### src/rtl/regfile_writeback_if.sv
// Writeback bus for regfile_writeback: ALU result, load issue/response and
// register-file write port, with master (producer/consumer side) and slave (DUT) views.
interface regfile_writeback_if;
  logic        alu_valid;
  logic [4:0]  alu_rd;
  logic [31:0] alu_data;
  logic        ld_issue;
  logic [4:0]  ld_issue_rd;
  logic        ld_valid;
  logic [4:0]  ld_rd;
  logic [31:0] ld_data;
  logic        ld_ready;
  logic        wen;
  logic [4:0]  a3;
  logic [31:0] wd;
  logic [31:0] busy;

  modport master (
    output alu_valid, alu_rd, alu_data,
    output ld_issue, ld_issue_rd,
    output ld_valid, ld_rd, ld_data,
    input  ld_ready,
    input  wen, a3, wd, busy
  );

  modport slave (
    input  alu_valid, alu_rd, alu_data,
    input  ld_issue, ld_issue_rd,
    input  ld_valid, ld_rd, ld_data,
    output ld_ready,
    output wen, a3, wd, busy
  );
endinterface

### src/rtl/regfile_writeback.sv
// Register-file writeback arbiter: ALU results win, load responses queue in a
// DEPTH-entry FIFO. Define REGFILE_WB_SCOREBOARD_EN to enable the pending-load busy flags.
module regfile_writeback #(
  parameter int unsigned DEPTH = 2
) (
  input logic               clk,
  input logic               rst_n,
  regfile_writeback_if.slave bus
);

  localparam int unsigned PW = (DEPTH > 1) ? $clog2(DEPTH) : 1;
  localparam int unsigned CW = $clog2(DEPTH + 1);

  logic [PW-1:0] head_q, tail_q;
  logic [CW-1:0] count_q;
  logic [4:0]    rd_mem   [DEPTH];
  logic [31:0]   data_mem [DEPTH];

  logic        wen_q;
  logic [4:0]  a3_q;
  logic [31:0] wd_q;

  logic        ld_ready;
  logic        push;
  logic        pop;
  logic        alu_wr;
  logic [4:0]  head_rd;
  logic [31:0] head_data;

  function automatic logic [PW-1:0] ptr_inc(input logic [PW-1:0] p);
    return (p == PW'(DEPTH - 1)) ? '0 : p + 1'b1;
  endfunction

  assign ld_ready  = (count_q < CW'(DEPTH));
  assign alu_wr    = bus.alu_valid && (bus.alu_rd != '0);
  // Loads to x0 are accepted so the producer is not stalled, but never enqueued.
  assign push      = bus.ld_valid && ld_ready && (bus.ld_rd != '0);
  assign pop       = !alu_wr && (count_q != '0);
  assign head_rd   = rd_mem[head_q];
  assign head_data = data_mem[head_q];

  always_ff @(posedge clk) begin
    if (push) begin
      rd_mem[tail_q]   <= bus.ld_rd;
      data_mem[tail_q] <= bus.ld_data;
    end
  end

  always_ff @(posedge clk or negedge rst_n) begin
    if (!rst_n) begin
      head_q  <= '0;
      tail_q  <= '0;
      count_q <= '0;
    end else begin
      if (push) tail_q <= ptr_inc(tail_q);
      if (pop)  head_q <= ptr_inc(head_q);
      case ({push, pop})
        2'b10:   count_q <= count_q + 1'b1;
        2'b01:   count_q <= count_q - 1'b1;
        default: count_q <= count_q;
      endcase
    end
  end

  always_ff @(posedge clk or negedge rst_n) begin
    if (!rst_n) begin
      wen_q <= 1'b0;
      a3_q  <= '0;
      wd_q  <= '0;
    end else if (alu_wr) begin
      wen_q <= 1'b1;
      a3_q  <= bus.alu_rd;
      wd_q  <= bus.alu_data;
    end else if (pop) begin
      wen_q <= 1'b1;
      a3_q  <= head_rd;
      wd_q  <= head_data;
    end else begin
      wen_q <= 1'b0;
    end
  end

  assign bus.ld_ready = ld_ready;
  assign bus.wen      = wen_q;
  assign bus.a3       = a3_q;
  assign bus.wd       = wd_q;

`ifdef REGFILE_WB_SCOREBOARD_EN
  logic [31:0] busy_q;
  logic [31:0] busy_d;

  // Clear first, then set, so a re-issue on the retiring edge keeps the flag.
  always_comb begin
    busy_d = busy_q;
    if (pop) busy_d[head_rd] = 1'b0;
    if (bus.ld_issue && (bus.ld_issue_rd != '0)) busy_d[bus.ld_issue_rd] = 1'b1;
    busy_d[0] = 1'b0;
  end

  always_ff @(posedge clk or negedge rst_n) begin
    if (!rst_n) busy_q <= '0;
    else        busy_q <= busy_d;
  end

  assign bus.busy = busy_q;
`else
  logic unused_issue;
  assign unused_issue = ^{bus.ld_issue, bus.ld_issue_rd};
  assign bus.busy     = '0;
`endif

endmodule
### src/flat_wrapper.sv
// flat-port wrapper written by rule: the top's interface ports become plain ports
module regfile_writeback_flat 
#(
  parameter int unsigned DEPTH = 2
)
  (clk, rst_n, bus_alu_valid, bus_alu_rd, bus_alu_data, bus_ld_issue, bus_ld_issue_rd, bus_ld_valid, bus_ld_rd, bus_ld_data, bus_ld_ready, bus_wen, bus_a3, bus_wd, bus_busy);
  regfile_writeback_if bus_i ();
  input logic clk;
  input logic rst_n;
  input wire logic [$bits(bus_i.alu_valid)-1:0] bus_alu_valid;
  input wire logic [$bits(bus_i.alu_rd)-1:0] bus_alu_rd;
  input wire logic [$bits(bus_i.alu_data)-1:0] bus_alu_data;
  input wire logic [$bits(bus_i.ld_issue)-1:0] bus_ld_issue;
  input wire logic [$bits(bus_i.ld_issue_rd)-1:0] bus_ld_issue_rd;
  input wire logic [$bits(bus_i.ld_valid)-1:0] bus_ld_valid;
  input wire logic [$bits(bus_i.ld_rd)-1:0] bus_ld_rd;
  input wire logic [$bits(bus_i.ld_data)-1:0] bus_ld_data;
  output wire logic [$bits(bus_i.ld_ready)-1:0] bus_ld_ready;
  output wire logic [$bits(bus_i.wen)-1:0] bus_wen;
  output wire logic [$bits(bus_i.a3)-1:0] bus_a3;
  output wire logic [$bits(bus_i.wd)-1:0] bus_wd;
  output wire logic [$bits(bus_i.busy)-1:0] bus_busy;
  assign bus_i.alu_valid = bus_alu_valid;
  assign bus_i.alu_rd = bus_alu_rd;
  assign bus_i.alu_data = bus_alu_data;
  assign bus_i.ld_issue = bus_ld_issue;
  assign bus_i.ld_issue_rd = bus_ld_issue_rd;
  assign bus_i.ld_valid = bus_ld_valid;
  assign bus_i.ld_rd = bus_ld_rd;
  assign bus_i.ld_data = bus_ld_data;
  assign bus_ld_ready = bus_i.ld_ready;
  assign bus_wen = bus_i.wen;
  assign bus_a3 = bus_i.a3;
  assign bus_wd = bus_i.wd;
  assign bus_busy = bus_i.busy;
  regfile_writeback #(.DEPTH(DEPTH)) u_core (.clk(clk), .rst_n(rst_n), .bus(bus_i));
endmodule
### config.mk
export PLATFORM = sky130hd
export DESIGN_NAME = regfile_writeback_flat
export DESIGN_NICKNAME = d
export VERILOG_FILES = /design/src/rtl/regfile_writeback_if.sv /design/src/rtl/regfile_writeback.sv /design/src/flat_wrapper.sv
export SDC_FILE = /design/constraint.sdc
export NUM_CORES = 1
export LEC_CHECK = 0
export CORE_MARGIN = 3
export CORE_UTILIZATION = 40
export CTS_CLUSTER_SIZE = 16
export DETAILED_ROUTE_END_ITERATION = 8
export PLACE_DENSITY = 0.7
export SLEW_MARGIN = 10
export SYNTH_ARGS = -nofsm -noshare
export SYNTH_HDL_FRONTEND = slang
export SYNTH_SLANG_ARGS = --single-unit
### constraint.sdc
create_clock -name clk -period 4.6 [get_ports clk]
set_input_delay 1.38 -clock clk [delete_from_list [all_inputs] [get_ports clk]]
set_output_delay 1.38 -clock clk [all_outputs]
set_load 0.01 [all_outputs]
==> summary.txt <==
count of antenna-violating nets left after detailed routing = 0
synthesis-stage register bit count = 116
min Tclk post-route = 3.02 ns
Final Hold Fails = 0
startpoint types = input pin
max-cap violations = 0
type of the worst setup path = input pin to flip-flop
Achievable Freq = 0.332 GHz
RSZ-0062 raised after global routing = no
Die Span Y = 117 µm
half-perimeter wire length after placement = 6690 µm
sort of element at the end of the critical path = flip-flop
number of iterations in the first detailed-routing pass = 4
Min-Delay Path Class = flip-flop to flip-flop
number of antenna violations at the first check in global routing = 0
number of max-slew violations in the final report = 0
clock-pin slew reported for the worst setup and hold paths after clock tree synthesis = 0.05 ns
number of placement rows = 39
Die Span X = 117 µm
outcome = complete, no violations
commonest non-fill, non-tap cell in the layout = clkdlybuf4s50_1
proportion of power drawn by combinational gates = 29.2%
cell area after placement = 0.00612 mm²
buffer cell driving the clock tree root = clkbuf_16
# DRC = 0
proportion of layout cells with a drive suffix above 1 = 15.8%
data required time at the worst endpoint = 4.94 ns
maximum vdd ir drop = 328 µV
Final Instance Area = 0.00676 mm²
Period Utilization, post-route = 65.6%
count of instances resized after the clock tree is built = 0
routed via count = 3,106
worst path setup slack after routing = 1.58 ns
first-pass GRT wire length = 16,300 µm
routability congestion estimate = 0.783
sequential fraction of the synthesis area = 66.2%
net load switching power = 0.00127 W
slew at the pin closest to its max-slew limit = 1.19 ns
Clock Skews = 0.0105 ns
PortBufs = 116
Clock Power Share = 32.9%
post-CTS setup-driven buffer insertion count = 0
via count of the first global-routing pass = 3,214
total negative slack for setup checks = 0 ns
starting density of the core = 42.0%
count of final setup violators = 0
largest driver fanout on the critical path = 4
Max Root-Sink Buffers = 2
static leakage = 2.52 nW
Clock Sinks = 116
internal power summed over all cells = 0.00300 W
placeable core region = 0.0118 mm²
post-placement setup slack = 1.13 ns
Critical Path AT = 3.35 ns
# IOs = 155
detailed-route wire length = 10,800 µm
worst hold slack after final layout = 0.544 ns
remaining max-slew budget at the tightest pin = 20.6%
clock tree from TritonCTS = built
initial drt markers = 124
Cell Pwr Density = 631 mW/mm²
number of nets at the end of the flow = 548
overall global routing resource usage = 16.3%
number of distinct library cells after synthesis = 29
Total Die Area = 0.0137 mm²
cell area after synthesis = 0.00494 mm²
pin count of the biggest net entering global routing = 43
CTS HTree Levels = 4
Area growth, synth to finish = 36.7%
average cell area after synthesis = 14.3 µm²
Hold-fix buffers, CTS = 0
Routed wire per std cell = 16.8 µm
worst-skew pair later-pin latency = 0.41 ns
CTS Buf Count = 17
leading cell types in the layout, fill and taps excluded = 115 x clkdlybuf4s50_1, 74 x edfxtp_1, 41 x dfrtp_1
Post-Syn Instances = 345
diode insertion count for antenna repair = 0
share of total power consumed by net switching = 29.7%
aggregate global routing overflow = 0
part of the total power dissipated in sequential elements = 37.9%
vias per std cell = 4.85
Yosys Warn Count = 0
-- worst max-delay path, stage by stage --
cell and delay (ns):
clkdlybuf4s50_1 0.45, or4_1 0.56, o211ai_2 0.36, ha_1 0.33, nor2_1 0.14, xnor2_1 0.12
-- through the flow --
step / std cells / total power [W] / util [%]
final: 640 / 0.00427 / 57.5
after global routing: 640 / 0.00449 / 57.5
after CTS: 640 / 0.00431 / 57.5
after detailed placement: 608 / 0.00288 / 52.0
after global placement: 608 / 0.00285 / 52.0
after floorplan: 376 / 0.00234 / -
-- power by group through the flow --
stage               combinational, W  clock, W  sequential [W]
detailed placement           0.00125         0         0.00164
global placement             0.00122         0         0.00163
finish                       0.00124   0.00140         0.00162
global route                 0.00136   0.00148         0.00166
floorplan                   0.000767         0         0.00158
CTS                          0.00125   0.00143         0.00162
-- registers in the layout (all words and copies together) (netlist names) --
register,flops
u_core.data_mem,64
u_core.bus.wd,32
u_core.rd_mem,10
u_core.bus.a3,5
u_core.count_q,2
u_core.bus.wen,1
u_core.head_q,1
u_core.tail_q,1
-- kinds of logic after synthesis --
kind of cell	count (synthesis)	synth area share (%)
adder cells (fa/ha/maj)	1	0.253
multiplexers	66	14.2
other	1	0.0758
flip-flops	116	66.2
AND/OR/NAND/NOR	55	5.54
buffers and inverters	55	7.34
AO/OA/AOI/OAI	47	5.72
XOR/XNOR	4	0.708
-- synthesized netlist by cell type --
| cell | number | share of area (%) |
|---|---|---|
| a211oi_1 | 3 | 0.46 |
| a21oi_1 | 34 | 3.4 |
| a22o_1 | 2 | 0.35 |
| buf_1 | 1 | 0.076 |
| buf_2 | 11 | 1.1 |
| buf_4 | 32 | 4.9 |
| buf_6 | 3 | 0.68 |
| clkbuf_1 | 6 | 0.46 |
| conb_1 | 1 | 0.076 |
| dfrtp_1 | 42 | 21 |
| edfxtp_1 | 74 | 45 |
| ha_1 | 1 | 0.25 |
| inv_1 | 2 | 0.15 |
| mux2_2 | 32 | 7.3 |
| mux2i_1 | 34 | 6.9 |
| nand2_1 | 4 | 0.30 |
| nor2_1 | 9 | 0.68 |
| nor2b_1 | 3 | 0.38 |
| nor3_1 | 35 | 3.5 |
| o211ai_2 | 1 | 0.25 |
| o21a_1 | 1 | 0.15 |
| o21ai_0 | 1 | 0.10 |
| o21ai_4 | 1 | 0.33 |
| o2bb2ai_1 | 1 | 0.18 |
| o31ai_1 | 3 | 0.46 |
| or2_2 | 2 | 0.25 |
| or3_4 | 1 | 0.23 |
| or4_1 | 1 | 0.15 |
| xnor2_1 | 4 | 0.71 |
-- layer usage --
metal / part of all wire, % / up-vias / GRT usage [%] / routed length, µm
met4: 2.4 / 0 / 8.41 / 260
li1: - / 1452 / - / -
met2: 49 / 132 / 26.0 / 5280
met5: 0 / - / 0 / 0
met3: 6.8 / 23 / 6.07 / 735
met1: 42 / 1499 / 19.2 / 4500
-- worst paths after layout --
check | from | end | slack (ns) | depth (start not counted)
setup / recovery | bus_ld_rd[0] | u_core.count_q[1] | 1.58 | 6
hold / removal | u_core.tail_q | u_core.tail_q | 0.54 | 1
setup reg to reg | u_core.count_q[0] | u_core.bus.wd[30] | 2.47 | 3
hold reg to reg | u_core.tail_q | u_core.tail_q | 0.54 | 1
max in group asynchronous | rst_n | u_core.head_q | 2.73 | 1
min in group asynchronous | rst_n | u_core.bus.a3[4] | 1.17 | 1
-- area by class of cell --
type / count / area, µm²
flip-flops and latches: 116 / 3270
inverters: 2 / 7.51
clock buffers: 17 / 425
fillers: 957 / 5000
well taps: 164 / 205
clock inverters: 15 / 213
repair buffers: 121 / 1190
multi-input cells: 205 / 1440
No activity file was read; power rests on OpenSTA's default activity.
